**src/rtl/vco_nco_qlut_pkg.sv**
```systemverilog
// Shared widths, amplitude and BTLE constants for the NCO.
// Also holds the quarter-wave sine generator used to fill the ROM.
package vco_nco_qlut_pkg;

  localparam int VCO_BIT_WIDTH_D  = 16;
  localparam int PHASE_WIDTH_D    = 16;
  localparam int GAIN_SHIFT_D     = 0;
  localparam int LUT_ADDR_WIDTH_D = 10;
  localparam int IQ_BIT_WIDTH_D   = 8;
  localparam int SAMPLES_PER_SYM  = 8;

  function automatic int amp_of(int iqw);
    return (1 << (iqw - 1)) - 1;
  endfunction

  // Mod index 0.5: a quarter turn per symbol.
  function automatic longint btle_inc(int pw, int sps);
    return (longint'(1) << pw) / 4 / longint'(sps);
  endfunction

  localparam longint BTLE_INC =
    btle_inc(PHASE_WIDTH_D, SAMPLES_PER_SYM);

  localparam longint PI_Q30 = 64'sd3373259426;

  // round(amp*sin(pi/2*i/n)) via a Q30 Taylor series,
  // evaluated only at elaboration time.
  function automatic int qsin(int i, int n, int amp);
    longint x, x2, term, sum;
    if (i <= 0) return 0;
    if (i >= n) return amp;
    x    = (PI_Q30 * longint'(i)) / longint'(2 * n);
    x2   = (x * x) >>> 30;
    term = x;
    sum  = x;
    for (int k = 1; k < 8; k++) begin
      term = -((term * x2) >>> 30)
             / longint'(2 * k * (2 * k + 1));
      sum  = sum + term;
    end
    return int'((sum * longint'(amp)
                 + (longint'(1) << 29)) >>> 30);
  endfunction

endpackage

```
**src/rtl/vco_nco_qlut_qrom.sv**
```systemverilog
// vco_sin_qrom: dual-read constant quarter-wave sine ROM.
// Ports: clk, rst_n, addr_a/addr_b in, mag_a/mag_b registered out.
module vco_sin_qrom
  import vco_nco_qlut_pkg::*;
#(
  parameter int LUT_ADDR_WIDTH = LUT_ADDR_WIDTH_D,
  parameter int IQ_BIT_WIDTH   = IQ_BIT_WIDTH_D
) (
  input  logic                      clk,
  input  logic                      rst_n,
  input  logic [LUT_ADDR_WIDTH-2:0] addr_a,
  input  logic [LUT_ADDR_WIDTH-2:0] addr_b,
  output logic [IQ_BIT_WIDTH-2:0]   mag_a,
  output logic [IQ_BIT_WIDTH-2:0]   mag_b
);

  localparam int N   = 1 << (LUT_ADDR_WIDTH - 2);
  localparam int AMP = amp_of(IQ_BIT_WIDTH);
  localparam int MW  = IQ_BIT_WIDTH - 1;

  logic [MW-1:0] rom [0:N];

  for (genvar g = 0; g <= N; g++) begin : g_rom
    localparam int V = qsin(g, N, AMP);
    assign rom[g] = MW'(V);
  end

  always_ff @(posedge clk or negedge rst_n) begin
    if (!rst_n) begin
      mag_a <= '0;
      mag_b <= '0;
    end else begin
      mag_a <= rom[addr_a];
      mag_b <= rom[addr_b];
    end
  end

endmodule

```
**src/rtl/vco_nco_qlut.sv**
```systemverilog
// Frequency word to cos/sin NCO, 3-stage pipeline, quarter ROM.
// In: voltage_signal(+valid/last), phase_clear/offset. Out: cos/sin.
module vco_nco_qlut
  import vco_nco_qlut_pkg::*;
#(
  parameter int VCO_BIT_WIDTH  = VCO_BIT_WIDTH_D,
  parameter int PHASE_WIDTH    = PHASE_WIDTH_D,
  parameter int GAIN_SHIFT     = GAIN_SHIFT_D,
  parameter int LUT_ADDR_WIDTH = LUT_ADDR_WIDTH_D,
  parameter int IQ_BIT_WIDTH   = IQ_BIT_WIDTH_D
) (
  input  logic                     clk,
  input  logic                     rst_n,
  input  logic [VCO_BIT_WIDTH-1:0] voltage_signal,
  input  logic                     voltage_signal_valid,
  input  logic                     voltage_signal_valid_last,
  input  logic                     phase_clear,
  input  logic [PHASE_WIDTH-1:0]   phase_offset,
  output logic [IQ_BIT_WIDTH-1:0]  cos_out,
  output logic [IQ_BIT_WIDTH-1:0]  sin_out,
  output logic                     sin_cos_out_valid,
  output logic                     sin_cos_out_valid_last
);

  localparam int LW = LUT_ADDR_WIDTH;
  localparam int AW = LW - 1;
  localparam int KW = LW - 2;
  localparam int MW = IQ_BIT_WIDTH - 1;

  localparam logic [LW-1:0] N_L = LW'(1 << KW);
  localparam logic [AW-1:0] N_A = AW'(1 << KW);

  logic [PHASE_WIDTH-1:0] inc;
  logic [PHASE_WIDTH-1:0] base;
  logic [PHASE_WIDTH-1:0] phase_nxt;
  logic [PHASE_WIDTH-1:0] phase_acc;

  logic [LW-1:0] a1;
  logic [LW-1:0] b1;
  logic          v1, l1;

  logic [AW-1:0] sin_addr, cos_addr;
  logic [MW-1:0] sin_mag, cos_mag;
  logic          sin_neg2, cos_neg2;
  logic          v2, l2;

  assign inc = voltage_signal_valid
    ? (PHASE_WIDTH'($signed(voltage_signal))
       << GAIN_SHIFT)
    : '0;

  assign base      = phase_clear ? phase_offset
                                 : phase_acc;
  assign phase_nxt = base + inc;

  always_ff @(posedge clk or negedge rst_n) begin
    if (!rst_n) begin
      phase_acc <= '0;
      a1        <= '0;
      v1        <= 1'b0;
      l1        <= 1'b0;
    end else begin
      phase_acc <= phase_nxt;
      a1        <= phase_nxt[PHASE_WIDTH-1 -: LW];
      v1        <= voltage_signal_valid;
      l1        <= voltage_signal_valid
                   & voltage_signal_valid_last;
    end
  end

  // Odd quadrants read the table mirrored; upper half negates.
  function automatic logic [AW-1:0] qaddr(
    input logic [LW-1:0] p
  );
    logic [AW-1:0] k;
    k = AW'(p[KW-1:0]);
    return p[LW-2] ? (N_A - k) : k;
  endfunction

  // cos(x) = sin(x + quarter turn)
  assign b1       = a1 + N_L;
  assign sin_addr = qaddr(a1);
  assign cos_addr = qaddr(b1);

  vco_sin_qrom #(
    .LUT_ADDR_WIDTH (LUT_ADDR_WIDTH),
    .IQ_BIT_WIDTH   (IQ_BIT_WIDTH)
  ) u_rom (
    .clk    (clk),
    .rst_n  (rst_n),
    .addr_a (sin_addr),
    .addr_b (cos_addr),
    .mag_a  (sin_mag),
    .mag_b  (cos_mag)
  );

  always_ff @(posedge clk or negedge rst_n) begin
    if (!rst_n) begin
      sin_neg2 <= 1'b0;
      cos_neg2 <= 1'b0;
      v2       <= 1'b0;
      l2       <= 1'b0;
    end else begin
      sin_neg2 <= a1[LW-1];
      cos_neg2 <= b1[LW-1];
      v2       <= v1;
      l2       <= l1;
    end
  end

  always_ff @(posedge clk or negedge rst_n) begin
    if (!rst_n) begin
      cos_out                <= '0;
      sin_out                <= '0;
      sin_cos_out_valid      <= 1'b0;
      sin_cos_out_valid_last <= 1'b0;
    end else begin
      if (v2) begin
        cos_out <= cos_neg2 ? -{1'b0, cos_mag}
                            : {1'b0, cos_mag};
        sin_out <= sin_neg2 ? -{1'b0, sin_mag}
                            : {1'b0, sin_mag};
      end
      sin_cos_out_valid      <= v2;
      sin_cos_out_valid_last <= l2;
    end
  end

endmodule

```
**config.mk**
```make
export PLATFORM = sky130hd
export DESIGN_NAME = vco_nco_qlut
export DESIGN_NICKNAME = d
export VERILOG_FILES = /design/src/rtl/vco_nco_qlut_pkg.sv /design/src/rtl/vco_nco_qlut_qrom.sv /design/src/rtl/vco_nco_qlut.sv
export SDC_FILE = /design/constraint.sdc
export NUM_CORES = 1
export LEC_CHECK = 0
export CELL_PAD_IN_SITES_DETAIL_PLACEMENT = 1
export CELL_PAD_IN_SITES_GLOBAL_PLACEMENT = 1
export CORE_AREA = 2 2 123 125
export DETAILED_ROUTE_END_ITERATION = 16
export DIE_AREA = 0 0 125 127
export GPL_TIMING_DRIVEN = 0
export PLACE_DENSITY = 0.83
export SYNTH_ARGS = -nofsm -noshare
export SYNTH_HDL_FRONTEND = slang
export SYNTH_HIERARCHICAL = 1
export SYNTH_SLANG_ARGS = --single-unit
export TNS_END_PERCENT = 5
```
**constraint.sdc**
```tcl
create_clock -name clk -period 6.3 [get_ports clk]
set_input_delay 1.26 -clock clk [delete_from_list [all_inputs] [get_ports clk]]
set_output_delay 1.26 -clock clk [all_outputs]
set_load 0.02 [all_outputs]
```
Word level (Yosys, flattened, before mapping). Memory sizes are Yosys's and may differ from the RTL's. A register that Yosys moved wholly into a read port is not among the register bits. Cells that the tools add are included. W data, S select, Z words.

Bits in read-only memories: 7168. Input bits: 37. Flip-flop bits (word level): 50. Memories: 2.

Mux-type cells: 6. Add/subtract/negate cells: 6. Bitwise gates (word level): 3. Reductions and logical operators: 2.

Memory list: (name not given) (words 512, width 7, read ports 1, clocked after Yosys merged registers in 1, write ports 0, RTL line vco_nco_qlut_qrom.sv:34) `mag_b <= rom[addr_b];`; (name not given) (words 512, width 7, read ports 1, clocked after Yosys merged registers in 1, write ports 0, RTL line vco_nco_qlut_qrom.sv:33) `mag_a <= rom[addr_a];`.

Operators with widths (number): $mux W16 (2); $not A9 Y10 (2); $mux W9 (2); $sub A9 B8 Y9 const A (2); $add A16 B16 Y16 (1); $mux W8 (2); $neg A7 Y8 (2); $add A10 B9 Y10 const B (1); $logic_not A1 Y1 (2); $and A1 B1 Y1 (1).

Longest topological paths before layout.
Depth in word-level cells: 4. Depth in mapped cells: 13. Depth with buffers taken out: 12.

Cells and area by module. Netlist, hierarchy kept.

Modules (own cells, without submodules): vco_sin_qrom (seq. area each 350.3 sq um, times used 1, area each 3075.4 sq um, cells each 463); vco_nco_qlut (seq. area each 1001.0 sq um, times used 1, area each 2667.6 sq um, cells each 279).

Worst setup path after synthesis. OpenSTA, ideal clock, no wires.

Path type: input to register. Start point: input phase_clear. End point: register a1[7]. Buffers on the path: 2. Setup slack: 2630 ps. Stages: 8. Arrival: 3549 ps. Library setup time: 120 ps. Cell sequence: clkbuf_1 buf_1 mux2_2 ha_1 and3_1 o311a_1 or4b_1 o211a_1.

Word-level cells in the longest chain between the ends: 2.

RTL lines: from (decl) (RTL line vco_nco_qlut.sv:17) `input logic phase_clear,`; $mux W16 (RTL line vco_nco_qlut.sv:52) `assign base = phase_clear ? phase_offset`; $add A16 B16 Y16 (RTL line vco_nco_qlut.sv:54) `assign phase_nxt = base + inc;`; net phase_nxt[13] (RTL line vco_nco_qlut.sv:35) `logic [PHASE_WIDTH-1:0] phase_nxt;`; to (signal assigned) (RTL line vco_nco_qlut.sv:64) `a1 <= phase_nxt[PHASE_WIDTH-1 -: LW];`; to (decl) (RTL line vco_nco_qlut.sv:38) `logic [LW-1:0] a1;`.

The timed path passes the listed nets, and every way through them passes these cells. A chain may end at the register's enable or synchronous reset.

Worst setup path in the final report.
Start point: register a1[0]. End point: register u_rom.mag_a[0].

Word-level cells in the longest chain between the ends: 3.

RTL lines: $sub A9 B8 Y9 (RTL line vco_nco_qlut.sv:77) `return p[LW-2] ? (N_A - k) : k;`; $mux W9 (RTL line vco_nco_qlut.sv:77); net sin_addr[1] (RTL line vco_nco_qlut.sv:42) `logic [AW-1:0] sin_addr, cos_addr;`; $not A9 Y10 (not written as such) (RTL line vco_nco_qlut_qrom.sv:33); to (decl) (RTL line vco_nco_qlut_qrom.sv:13) `output logic [IQ_BIT_WIDTH-2:0] mag_a,`.

The timed path passes the listed nets, and every way through them passes these cells.

==> flow_metrics.env <==
export IMPL_ctsHtreeMaxLevel=2
export IMPL_slowest_delay_ps=800
export IMPL_worstPathCellList="inv_1 -> ha_1 -> nand2_1 -> o21ai_1 -> clkbuf_1 -> inv_1 -> ha_1 -> nand2b_1 -> a21oi_1 -> a31oi_1 -> a32o_1 -> a221o_1 -> o311ai_1"
export IMPL_synth_most_common_cell="sky130_fd_sc_hd__nor2_1"
export IMPL_drt_first_iter_violations=576
export IMPL_worstPathRequired_ps=6500
export IMPL_dpl_worst_slack_ps=1690
export IMPL_synthesis_instances=742
export IMPL_post_route_min_period_ps=4490
export IMPL_timing_critical_path_arrival_ps=4680
export IMPL_antenna_found_initial=0
export IMPL_drt_pre_antenna_iters=5
export IMPL_post_synth_most_frequent_cells="sky130_fd_sc_hd__nor2_1 (71), sky130_fd_sc_hd__a21oi_1 (63), sky130_fd_sc_hd__nand2_1 (57)"
export IMPL_timing_setup_tns_ps=0
export IMPL_synth_top_area_share_pct=23.5
export IMPL_timing_critical_path_fanout_max=18
export IMPL_timing_reg2reg_worst_path_depth=13
export IMPL_cpMaxStageDelayCell="sky130_fd_sc_hd__dfrtp_1"
export IMPL_number_of_buffer_cells_added_on_primary_ports=53
export IMPL_seqCellArea_sq_mm=0.00135
export IMPL_number_of_global_route_vias_before_repair=6394
export IMPL_min_delay_path_depth=0
export IMPL_post_cts_hold_buffers=0
export IMPL_yosys_area_top_type="sky130_fd_sc_hd__dfrtp_1"
export IMPL_clk_transition_reported_paths_ps=80
export IMPL_areaGrowthSynthToFinish_pct=16.4
export IMPL_drc=0
export IMPL_finish_net_count=875
export IMPL_synth_area_leaders="sky130_fd_sc_hd__dfrtp_1 (24%), sky130_fd_sc_hd__ha_1 (7.4%), sky130_fd_sc_hd__a21oi_1 (5.5%)"
export IMPL_final_antenna_diode_count=0
export IMPL_timing_final_hold_violations=0
export IMPL_grt_overflow_total=0
export IMPL_route_detailed_wl_per_inst_um=20.4
export IMPL_io_pin_count=55
export IMPL_die_height_um=127
export IMPL_cts_sink_count=54
export IMPL_worst_setup_path_start_kind="flop"
export IMPL_routabilityCongestion=0.963
export IMPL_worstPathBufferInverterCount=3
export IMPL_setup_slack_ps=1810
export IMPL_synthesis_yosys_warnings=6
export IMPL_dp_hpwl_mm=15.3
export IMPL_postSynth_asyncResetShare_pct=100
export IMPL_cts_root_buf="sky130_fd_sc_hd__clkbuf_16"
export IMPL_rsz0062_at_grt="no"
export IMPL_die_area_sq_mm=0.0159
export IMPL_floorplan_initialDensity_pct=39.8
export IMPL_vias=6171
export IMPL_multi_input_comb_area_sq_mm=0.00402
export IMPL_max_fclk_mhz=223
export IMPL_syn_area_sq_mm=0.00574
export IMPL_slew_limit_headroom_pct=39.2
export IMPL_synth_cell_type_count=75
export IMPL_tritoncts_num_buffers=5
export IMPL_maximum_number_of_pins_on_one_net_before_global_route_repair=40
export IMPL_number_of_vias_per_cell_after_detailed_routing=6.25
export IMPL_end_kind="flop"
export IMPL_tightest_slew_ps=906
export IMPL_filler_cell_count=1789
export IMPL_drive_above_1_share_pct=9.83
export IMPL_fin_cells=988
export IMPL_slew_violations=0
export IMPL_finalSetupViolations=0
export IMPL_crit_type="flop to flop"
export IMPL_floorplan_die_width_um=125
export IMPL_clock_skew_ps=6.92
export IMPL_postRouteAntennaNets=0
export IMPL_clock_tree_from_tritoncts="done"
export IMPL_wirelength_mm=20.2
export IMPL_cpLargestDelayFamily="compound AO/OA/AOI/OAI gates"
export IMPL_maxCapViolCount=0
export IMPL_track_usage_pct=25.7
export IMPL_ys_ff_latch=54
export IMPL_placeableCoreArea_sq_mm=0.0144
export IMPL_outcome="finished clean"
export IMPL_synth_edf_count=0
export IMPL_synth_net_count=814
export IMPL_postSynthAreaPerCell_sq_um=7.74
export IMPL_clkLatencyLatePin_ps=300
export IMPL_cts_path_max_buffers=2
export IMPL_dp_cells=980
export IMPL_worstSetupPathDepth=13
export IMPL_post_cts_resized_instances=0
export IMPL_yosysSeqAreaShare_pct=23.5
export IMPL_hp_class="flop to flop"
export IMPL_period_share_pct=71.2
export IMPL_rows=44
export IMPL_grt_first_pass_wirelength_mm=33.3
export IMPL_synth_flop_cell="sky130_fd_sc_hd__dfrtp_1"
export IMPL_timing_hold_ws_ps=350
export IMPL_post_cts_repair_setup_buffers=0
worst paths after layout:
kind | slack, ps | startpoint | end
worst max-delay path | 1810 | a1[0]$_DFF_PN0_ | u_rom/mag_a[0]$_DFF_PN0_
worst min-delay path | 350 | v1$_DFF_PN0_ | v2$_DFF_PN0_
worst max register to register | 1810 | a1[0]$_DFF_PN0_ | u_rom/mag_a[0]$_DFF_PN0_
worst min register to register | 350 | v1$_DFF_PN0_ | v2$_DFF_PN0_
max in group asynchronous | 4890 | rst_n | phase_acc[1]$_DFF_PN0_
min in group asynchronous | 870 | rst_n | sin_out[2]$_DFFE_PN0P_
worst reg2reg max path, stage by stage (launching register included):
cell and delay, ps:
sky130_fd_sc_hd__dfrtp_1 800, sky130_fd_sc_hd__inv_1 180, sky130_fd_sc_hd__ha_1 340, sky130_fd_sc_hd__nand2_1 50, sky130_fd_sc_hd__o21ai_1 510, sky130_fd_sc_hd__clkbuf_1 500
sky130_fd_sc_hd__inv_1 220, sky130_fd_sc_hd__ha_1 430, sky130_fd_sc_hd__nand2b_1 310, sky130_fd_sc_hd__a21oi_1 200, sky130_fd_sc_hd__a31oi_1 60, sky130_fd_sc_hd__a32o_1 290
sky130_fd_sc_hd__a221o_1 390, sky130_fd_sc_hd__o311ai_1 90
state kept, by name, summed over array words and instances, names as in the netlist:
register / cells
u_rom/mag_b: 7
l1: 1
cos_neg2: 1
v1: 1
phase_acc: 6
u_rom/mag_a: 7
a1: 10
v2: 1
sin_cos_out_valid: 1
sin_neg2: 1
sin_cos_out_valid_last: 1
cos_out: 8
l2: 1
sin_out: 8
metrics by stage:
step | area, sq um | utilization, %
final | 6690 | 46.3
after global routing | 6690 | 46.3
after CTS | 6690 | 46.3
after detailed placement | 6530 | 45.3
after global placement | 6500 | 45.1
after floorplan | 5740 | -
placed cells by master (no fill, tap or decap), types with 4 or more instances in the layout:
cell type / netlist / layout
sky130_fd_sc_hd__and2_1: 20 / 20
sky130_fd_sc_hd__o211ai_1: 13 / 13
sky130_fd_sc_hd__nand2b_1: 20 / 20
sky130_fd_sc_hd__buf_2: 31 / 32
sky130_fd_sc_hd__a2111oi_0: 6 / 6
sky130_fd_sc_hd__nor2_1: 71 / 71
sky130_fd_sc_hd__a311oi_1: 6 / 6
sky130_fd_sc_hd__a211o_1: 4 / 4
sky130_fd_sc_hd__o31ai_1: 5 / 5
sky130_fd_sc_hd__o2111ai_1: 4 / 4
sky130_fd_sc_hd__and3_1: 5 / 5
sky130_fd_sc_hd__nand2_1: 57 / 57
sky130_fd_sc_hd__xnor2_1: 17 / 17
sky130_fd_sc_hd__a21o_1: 5 / 5
sky130_fd_sc_hd__xor2_1: 25 / 25
sky130_fd_sc_hd__clkbuf_1: 23 / 23
sky130_fd_sc_hd__a31oi_1: 15 / 15
sky130_fd_sc_hd__a211oi_1: 11 / 11
sky130_fd_sc_hd__dfrtp_1: 54 / 54
sky130_fd_sc_hd__clkdlybuf4s50_1: 0 / 52
sky130_fd_sc_hd__mux2_2: 18 / 18
sky130_fd_sc_hd__nor3_1: 13 / 13
sky130_fd_sc_hd__nor2b_1: 11 / 11
sky130_fd_sc_hd__ha_1: 34 / 34
sky130_fd_sc_hd__o21ai_0: 55 / 54
sky130_fd_sc_hd__nand3_1: 20 / 20
sky130_fd_sc_hd__inv_1: 27 / 27
sky130_fd_sc_hd__clkbuf_16: 0 / 5
sky130_fd_sc_hd__mux2i_1: 10 / 10
sky130_fd_sc_hd__a21oi_1: 63 / 63
sky130_fd_sc_hd__o221ai_1: 8 / 8
sky130_fd_sc_hd__a221o_1: 5 / 5
sky130_fd_sc_hd__or3_1: 13 / 13
logic make-up (layout without fill, tap and decap cells):
family | after synthesis | count (layout) | share of synthesized area, %
buf+inv | 88 | 150 | 6.62
flops | 54 | 54 | 23.5
xor+xnor | 42 | 42 | 6.41
compound gates | 241 | 241 | 27.8
fa+ha+maj | 36 | 36 | 7.93
simple gates | 250 | 250 | 21.3
mux | 31 | 31 | 6.45
routing by layer:
metal  track usage [%]  vias up  share of wire (%)  wire [um]
met5                 0        -                  0          0
met1              33.8     2994                 42       8400
met4              9.15        0                2.5        504
met3              3.73       49                8.4       1690
met2              43.3      296                 48       9590
li1                  -     2832                  -          -
layout make-up:
| cell class | instances | area share, % |
|---|---|---|
| clock buffers | 5 | 1.87 |
| multi-input cells | 600 | 60.2 |
| inverters | 29 | 1.63 |
| plain buffers | 59 | 4.06 |
| repair buffers | 54 | 8.16 |
| well taps | 184 | 3.44 |
| clock inverters | 3 | 0.430 |
| flip-flops and latches | 54 | 20.2 |
Power is not shown: default switching activity piles up to over one toggle a cycle in this logic, so the estimate is an artifact.
